`config.mk`:
```
export PLATFORM = sky130hd
export DESIGN_NAME = key_event_gen
export DESIGN_NICKNAME = d
export VERILOG_FILES = /design/src/rtl/key_pkg.sv /design/src/rtl/key_channel.sv /design/src/rtl/key_event_gen.sv
export SDC_FILE = /design/constraint.sdc
export NUM_CORES = 1
export LEC_CHECK = 0
export ABC_AREA = 0
export BUFFER_PORTS_ARGS = -buffer_cell sky130_fd_sc_hd__clkbuf_2
export CORE_ASPECT_RATIO = 1.25
export CORE_MARGIN = 2
export CORE_UTILIZATION = 24
export DETAILED_ROUTE_END_ITERATION = 7
export GPL_TIMING_DRIVEN = 1
export PLACE_DENSITY = 0.49
export RECOVER_POWER = 25
export REMOVE_ABC_BUFFERS = 1
export SLEW_MARGIN = 20
export SYNTH_ARGS = -nofsm -noshare
export SYNTH_HDL_FRONTEND = slang
export SYNTH_SLANG_ARGS = --single-unit
```
`constraint.sdc`:
```
create_clock -name clk100_i -period 3.5 [get_ports clk100_i]
set_clock_uncertainty 0.2 [all_clocks]
set_input_delay 0 -clock clk100_i [delete_from_list [all_inputs] [get_ports clk100_i]]
set_output_delay 0 -clock clk100_i [all_outputs]
set_load 0.02 [all_outputs]
```
`src/rtl/key_pkg.sv`:
```
// Shared types and constants for the pushbutton key-event source.
package key_pkg;

    // Per-channel debounce/hold state.
    typedef enum logic [1:0] {
        IDLE,
        PRESS_WAIT,
        HELD,
        RELEASE_WAIT
    } key_state_e;

    // Default timing for a 100 MHz clock.
    localparam int unsigned DEBOUNCE_CYCLES_100M = 1000000;  // 10 ms
    localparam int unsigned REPEAT_DELAY_100M    = 50000000; // 0.5 s
    localparam int unsigned REPEAT_PERIOD_100M   = 10000000; // 0.1 s

    // Counter width able to hold 0..n-1, never narrower than one bit.
    function automatic int unsigned cnt_width(input int unsigned n);
        return (n < 2) ? 1 : $clog2(n);
    endfunction

    function automatic int unsigned max_u(input int unsigned a, input int unsigned b);
        return (a > b) ? a : b;
    endfunction

endpackage

```
`src/rtl/key_channel.sv`:
```
// One key: two-flop synchronizer, debounce FSM, auto-repeat timer, registered outputs.
module key_channel
    import key_pkg::*;
#(
    parameter int unsigned DEBOUNCE_CYCLES = DEBOUNCE_CYCLES_100M,
    parameter int unsigned REPEAT_DELAY    = REPEAT_DELAY_100M,
    parameter int unsigned REPEAT_PERIOD   = REPEAT_PERIOD_100M
) (
    input  logic clk100_i,
    input  logic rstn_i,
    input  logic key_i,
    input  logic repeat_en_i,
    output logic press_o,
    output logic release_o,
    output logic repeat_o,
    output logic held_o,
    output logic event_o
);

    localparam int unsigned DW = cnt_width(DEBOUNCE_CYCLES);
    localparam int unsigned RW = cnt_width(max_u(REPEAT_DELAY, REPEAT_PERIOD));

    localparam logic [DW-1:0] DCNT_LAST  = DW'(DEBOUNCE_CYCLES - 1);
    localparam logic [RW-1:0] RCNT_DELAY = RW'(REPEAT_DELAY - 1);
    localparam logic [RW-1:0] RCNT_PER   = RW'(REPEAT_PERIOD - 1);

    logic          s1, s2;
    key_state_e    state;
    logic [DW-1:0] dcnt;
    logic [RW-1:0] rcnt;

    // Synchronize the raw pin; inverted so that s2 = 1 means pressed.
    always_ff @(posedge clk100_i) begin
        if (!rstn_i) begin
            s1 <= 1'b0;
            s2 <= 1'b0;
        end else begin
            s1 <= ~key_i;
            s2 <= s1;
        end
    end

    // Debounce FSM with repeat timer; every output is a register.
    always_ff @(posedge clk100_i) begin
        if (!rstn_i) begin
            state     <= IDLE;
            dcnt      <= '0;
            rcnt      <= '0;
            press_o   <= 1'b0;
            release_o <= 1'b0;
            repeat_o  <= 1'b0;
            held_o    <= 1'b0;
            event_o   <= 1'b0;
        end else begin
            press_o   <= 1'b0;
            release_o <= 1'b0;
            repeat_o  <= 1'b0;
            event_o   <= 1'b0;
            unique case (state)
                IDLE: begin
                    held_o <= 1'b0;
                    if (s2) begin
                        dcnt  <= '0;
                        state <= PRESS_WAIT;
                    end
                end
                PRESS_WAIT: begin
                    if (!s2) begin
                        state <= IDLE;
                    end else if (dcnt == DCNT_LAST) begin
                        press_o <= 1'b1;
                        event_o <= 1'b1;
                        held_o  <= 1'b1;
                        rcnt    <= RCNT_DELAY;
                        state   <= HELD;
                    end else begin
                        dcnt <= dcnt + DW'(1);
                    end
                end
                HELD: begin
                    held_o <= 1'b1;
                    if (!s2) begin
                        dcnt  <= '0;
                        state <= RELEASE_WAIT;
                    end else if (repeat_en_i) begin
                        if (rcnt == '0) begin
                            repeat_o <= 1'b1;
                            event_o  <= 1'b1;
                            rcnt     <= RCNT_PER;
                        end else begin
                            rcnt <= rcnt - RW'(1);
                        end
                    end
                end
                RELEASE_WAIT: begin
                    // Repeats are suppressed here; a bounce back restarts the period.
                    if (s2) begin
                        rcnt  <= RCNT_PER;
                        state <= HELD;
                    end else if (dcnt == DCNT_LAST) begin
                        release_o <= 1'b1;
                        held_o    <= 1'b0;
                        state     <= IDLE;
                    end else begin
                        dcnt <= dcnt + DW'(1);
                    end
                end
                default: state <= IDLE;
            endcase
        end
    end

endmodule

```
`src/rtl/key_event_gen.sv`:
```
// Debounced key-event source: NKEYS independent key_channel instances.
module key_event_gen
    import key_pkg::*;
#(
    parameter int unsigned NKEYS           = 2,
    parameter int unsigned DEBOUNCE_CYCLES = DEBOUNCE_CYCLES_100M,
    parameter int unsigned REPEAT_DELAY    = REPEAT_DELAY_100M,
    parameter int unsigned REPEAT_PERIOD   = REPEAT_PERIOD_100M
) (
    input  logic             clk100_i,
    input  logic             rstn_i,
    input  logic [NKEYS-1:0] key_i,
    input  logic [NKEYS-1:0] repeat_en_i,
    output logic [NKEYS-1:0] press_o,
    output logic [NKEYS-1:0] release_o,
    output logic [NKEYS-1:0] repeat_o,
    output logic [NKEYS-1:0] held_o,
    output logic [NKEYS-1:0] event_o
);

    for (genvar i = 0; i < NKEYS; i++) begin : g_chan
        key_channel #(
            .DEBOUNCE_CYCLES(DEBOUNCE_CYCLES),
            .REPEAT_DELAY   (REPEAT_DELAY),
            .REPEAT_PERIOD  (REPEAT_PERIOD)
        ) u_chan (
            .clk100_i   (clk100_i),
            .rstn_i     (rstn_i),
            .key_i      (key_i[i]),
            .repeat_en_i(repeat_en_i[i]),
            .press_o    (press_o[i]),
            .release_o  (release_o[i]),
            .repeat_o   (repeat_o[i]),
            .held_o     (held_o[i]),
            .event_o    (event_o[i])
        );
    end

endmodule

```
; Yosys cells after proc, flatten, opt, wreduce, memory -nomap -nowiden
; Cells that the tools add are included.
[word_totals]
regBits = 110
[op_classes]
n_mux = 62
eq_ne = 30
n_reduce_logical = 20
n_bitwise = 5
n_addsub = 4
[ops]
columns = op, n
row1 = 26-bit two-way mux, 12
row2 = 20-bit two-way mux, 10
row3 = 20-bit one-hot mux with 4 select lines, 2
row4 = 26-bit one-hot mux with 3 select lines, 2
row5 = 26-bit logical NOT, 2
row6 = "26-bit by 1-bit subtractor with 26-bit output, second input constant", 2
row7 = "20-bit by 1-bit adder with 20-bit output, second input constant", 2
row8 = "20-bit == test, second input constant", 2
row9 = 2-bit two-way mux, 12
row10 = "2-bit by 1-bit inequality test with 1-bit output, second input constant", 12
row11 = 4-bit AND reduction, 6
row12 = 1-bit two-way mux, 18
row13 = 2-bit one-hot mux with 4 select lines, 2
row14 = "2-bit inequality test, second input constant", 6
row15 = 6-bit AND reduction, 2
row16 = "2-bit == test, second input constant", 4
row17 = 1-bit one-hot mux with 4 select lines, 2
row18 = 2-bit AND reduction, 4
row19 = "3-bit by 1-bit inequality test with 1-bit output, second input constant", 2
row20 = "3-bit inequality test, second input constant", 2
row21 = 3-bit nonzero test, 2
row22 = 3-bit OR reduction, 2
row23 = 1-bit inverter, 5
row24 = "2-bit by 1-bit == test with 1-bit output, second input constant", 2
row25 = 2 further kinds, 4

; Longest topological paths before layout
[logic_depth]
depth_word = 5
mapped_depth = 11
ltp_nobuf = 8

; By module
; A second synthesis with hierarchy kept.
[unflattened]
cells_unflattened = 766
hier_area_um2 = 6209.7
[modules_own_cells]
columns = module, instances, area_per_inst_um2, cells_per_inst
row1 = key_channel (g_chan[1].u_chan), 1, 3264.4, 399
row2 = key_channel (g_chan[0].u_chan), 1, 2945.3, 367

; Least setup slack after synthesis
; OpenSTA, ideal clock, no wires.
[synth_timing]
path_type = register -> register
start = register g_chan[0].u_chan.rcnt[3]
end = register g_chan[0].u_chan.rcnt[21]
stages_incl_launch_ff = 8
synth_period_minus_slack_ns = 2.420
path_slack_ns = 1.080
setup_time_ns = 0.122
n_path_buf = 2
arrival_time_ns = 2.097
required_time_ns = 3.178
path_cell_list = dfxtp_1 > or4_1 > buf_2 > or3_4 > o31a_4 > buf_6 > a31oi_1 > o21ai_1
[synth_via]
elab_chain_len = 5
[synth_rtl]
columns = element, line_no
row1 = "start, declared", key_channel.sv:30  ; logic [RW-1:0] rcnt;
row2 = "start signal, assigned", key_channel.sv:91  ; rcnt <= rcnt - RW'(1);
row3 = 26-bit by 1-bit subtractor with 26-bit output or 26-bit logical NOT (tied branches), "key_channel.sv:91, key_channel.sv:86"
row4 = 26-bit two-way mux *, key_channel.sv:86  ; if (rcnt == '0) begin
row5 = 26-bit two-way mux *, key_channel.sv:85  ; end else if (repeat_en_i) begin
row6 = 26-bit two-way mux *, key_channel.sv:82  ; if (!s2) begin
row7 = 26-bit one-hot mux with 3 select lines *, key_channel.sv:59  ; unique case (state)
; Mark *: on every way between the ends. The rest lies on a longest branch, timed or not. The select of a mux whose other input is x is not followed.
; A chain may end at the register's enable or synchronous reset.

; Worst setup path after layout
[layout_timing]
start = register g_chan[0].u_chan.dcnt[7]
end = register g_chan[0].u_chan.state[0]
[layout_via]
elab_chain_len = 3
[layout_rtl]
columns = element, line_no
row1 = "start, declared", key_channel.sv:29  ; logic [DW-1:0] dcnt;
row2 = "start signal, assigned", key_channel.sv:77  ; dcnt <= dcnt + DW'(1);
row3 = "start signal, assigned", key_channel.sv:105  ; dcnt <= dcnt + DW'(1);
row4 = 20-bit == test *, "key_channel.sv:70, key_channel.sv:100"
row5 = 3-bit by 1-bit inequality test with 1-bit output (no source line) or 3-bit inequality test (tied branches), n/a
row6 = 4-bit AND reduction (no source line) *, n/a
row7 = "end signal, assigned", key_channel.sv:69  ; state <= IDLE;
row8 = "end signal, assigned", key_channel.sv:99  ; state <= HELD;
row9 = "end signal, assigned", key_channel.sv:103  ; state <= IDLE;
row10 = "end, declared", key_channel.sv:28  ; key_state_e state;
; Mark *: on every way between the ends. The rest lies on a longest branch, timed or not.

==> out/results.ini <==
[run_status]
status=finished, final reports clean

[timing]
rsz0062_at_grt=no
relSlewSlack_pct=33.5
finalMaxSlewViolations=0
period_needed_ns=2.91
max_freq_mhz=343
setup_viol=0
setup_tns_ns=0
fin_crit_sh_pct=83.3
worst_pin_slew_ns=0.988
hold_ws_ns=0.120
hold_viol_final=0

[placed_design]
dp.cells=1067
dp_hpwl_mm=10.5
port_buffers=15
gp_congestion=0.835

[finish]
fin_cells=1088
area_delta_synth_final_pct=12.1
final_layout_size_suffix_gt1_share_pct=6.73
antenna_cells=0
layout.nets=773

[detailed_routing]
drt_pass1_iterations=5
routed_via_density=4.91
drc=0
wl_per_cell_um=13.8
ant_nets=0
drt_iter0_drc=332
vias=5337
routed_wl_mm=15.0

[worst_setup_path]
path_max_fanout=7
crit_type=reg -> reg
required_ns=3.56
end_kind=flip-flop
critPathArrivalTime_ns=2.97
cpPeakStageDelay_ns=0.83
slowest_stage=nor4_1
cp-start-kind=flip-flop
path_cells=or4b_1, nor4_1, a21boi_0, o21ai_1, nor2_1, a311oi_1
ff2ff_setup_slack_ns=0.59

[synthesis]
ys_seq_area_share_pct=36.9
ys_warn_count=0
synth_area_um2=5970
synth-seq-cells=110
async_reset_ff_share_pct=0
synth_top_cell_by_area=dfxtp_1
synthTopCellsByCount=110 x dfxtp_1, 89 x nor2_1, 63 x nand2_1
synth-edff-count=0
post-synth-top-count-cell=dfxtp_1
netlist.area_leader.share_pct=36.9
synthTopCellsByArea=dfxtp_1 37%, nor2_1 5.6%, a21oi_1 4.9%
syn_avg_cell_area_um2=7.96
ys.flop_type=dfxtp_1
netlist_instances=750
yosysUniqueCellTypes=67

[clock_tree]
cts_tree=built
cts_sinks=110
h-tree-depth=3
path_clk_slew_ns=0.08
clockBufferDepth=2
insertion_delay_ns=0.36
cts_buffers=9
root_buffer=clkbuf_16

[die]
num_io_pins=16
die_w_um=145
core-area_um2=24500
num_rows=64
initial_core_util_pct=24.4
die-area_um2=26200
die_y_um=180

[grt]
overflow=0
grt_max_degree=37
antenna_found_initial=0
grt_use_total_pct=11.6
grt_pass1_wl_mm=25.5
grt_pass1_vias=5161

[power_and_ir_drop]
cellLeakagePower_nw=2.25
power.density_nw_per_um2=595
total_power_mw=3.98
ir_worst_vdd_mv=0.240

[run]
drv_cap=0

[hold_path]
hold_class=in -> reg

[per-layer routing]
metal	vias to the layer above	GRT usage [%]	share of wire (%)
li1	2729	-	-
met5	-	0	0
met1	2521	14.7	48
met2	71	20.1	48
met3	16	1.72	2.3
met4	0	4.27	1.9
[worst max-delay path, delay by kind of cell (launching register included)]
family | cells | cell delay (ns)
AO/OA/AOI/OAI | 3 | 0.79
flip-flops | 1 | 0.37
AND/OR/NAND/NOR | 3 | 1.47
[through the flow]
step	setup WS [ns]	utilization (%)	cell area, um^2
3_5_place_dp	0.634	25.9	6350
5_1_grt	0.285	27.3	6690
2_1_floorplan	0.968	-	5740
6_report	0.585	27.3	6690
4_1_cts	0.576	27.4	6720
3_3_place_gp	0.696	25.9	6350
[cell type report]
type / count / area (um^2)
timing repair buffer: 36 / 225
inverter: 24 / 90.1
clock buffer: 9 / 225
multi-input combinational: 572 / 3440
sequential: 110 / 2200
clock inverter: 7 / 96.3
fill: 2711 / 17800
tap: 330 / 413
[layout by cell type (no fill, tap or decap), drive strengths merged, types with 12 or more instances in the layout]
master / n
nand2b: 13
a21oi: 59
clkbuf: 26
o21ai: 31
ha: 14
or3: 18
nor4: 16
buf: 14
dfxtp: 110
nand4: 14
nor3: 42
xnor2: 17
nor2: 89
inv: 26
xor2: 22
nand2: 65
nand3: 36
a31oi: 12
[cells by family after synthesis]
group / count (synthesis) / synth area share [%]
and+or+nand+nor: 348 / 30.4
AOI/OAI and AO/OA: 169 / 18.3
DFF: 110 / 36.9
buffers and inverters: 68 / 5.34
xor gates and xnor gates: 39 / 5.72
adders and majority gates: 14 / 2.93
muxes: 2 / 0.335
[final timing paths]
kind / start / endpoint / cells past startpoint
setup / recovery: g_chan[0].u_chan.dcnt[7]$_SDFFE_PN0P_ / g_chan[0].u_chan.state[0]$_SDFFE_PN0P_ / 6
hold / removal: key_i[1] / g_chan[1].u_chan.s1$_SDFF_PN0_ / 3
setup reg to reg: g_chan[0].u_chan.dcnt[7]$_SDFFE_PN0P_ / g_chan[0].u_chan.state[0]$_SDFFE_PN0P_ / 6
hold reg to reg: g_chan[1].u_chan.s1$_SDFF_PN0_ / g_chan[1].u_chan.s2$_SDFF_PN0_ / 1
[what timing repair did]
item | in CTS | in global routing
hold buffers | 5 | 0
hold endpoints to repair | 19 | 0
resized for setup | 0 | 0
buffers inserted | 0 | 0
[registers in the layout, indices dropped and copies added (netlist names), named ones only]
signal	cells
g_chan.u_chan.release_o	2
g_chan.u_chan.s2	2
g_chan.u_chan.state	2
g_chan.u_chan.held_o	2
g_chan.u_chan.rcnt	52
g_chan.u_chan.press_o	2
g_chan.u_chan.event_o	2
g_chan.u_chan.s1	2
g_chan.u_chan.repeat_o	2
g_chan.u_chan.dcnt	40
[power breakdown]
group	total [mW]	switching, mW	internal (mW)
sequential	1.49	0.126	1.37
combinational	1.36	0.842	0.519
clock	1.13	0.498	0.632
Power figures use the tool's default switching activity.
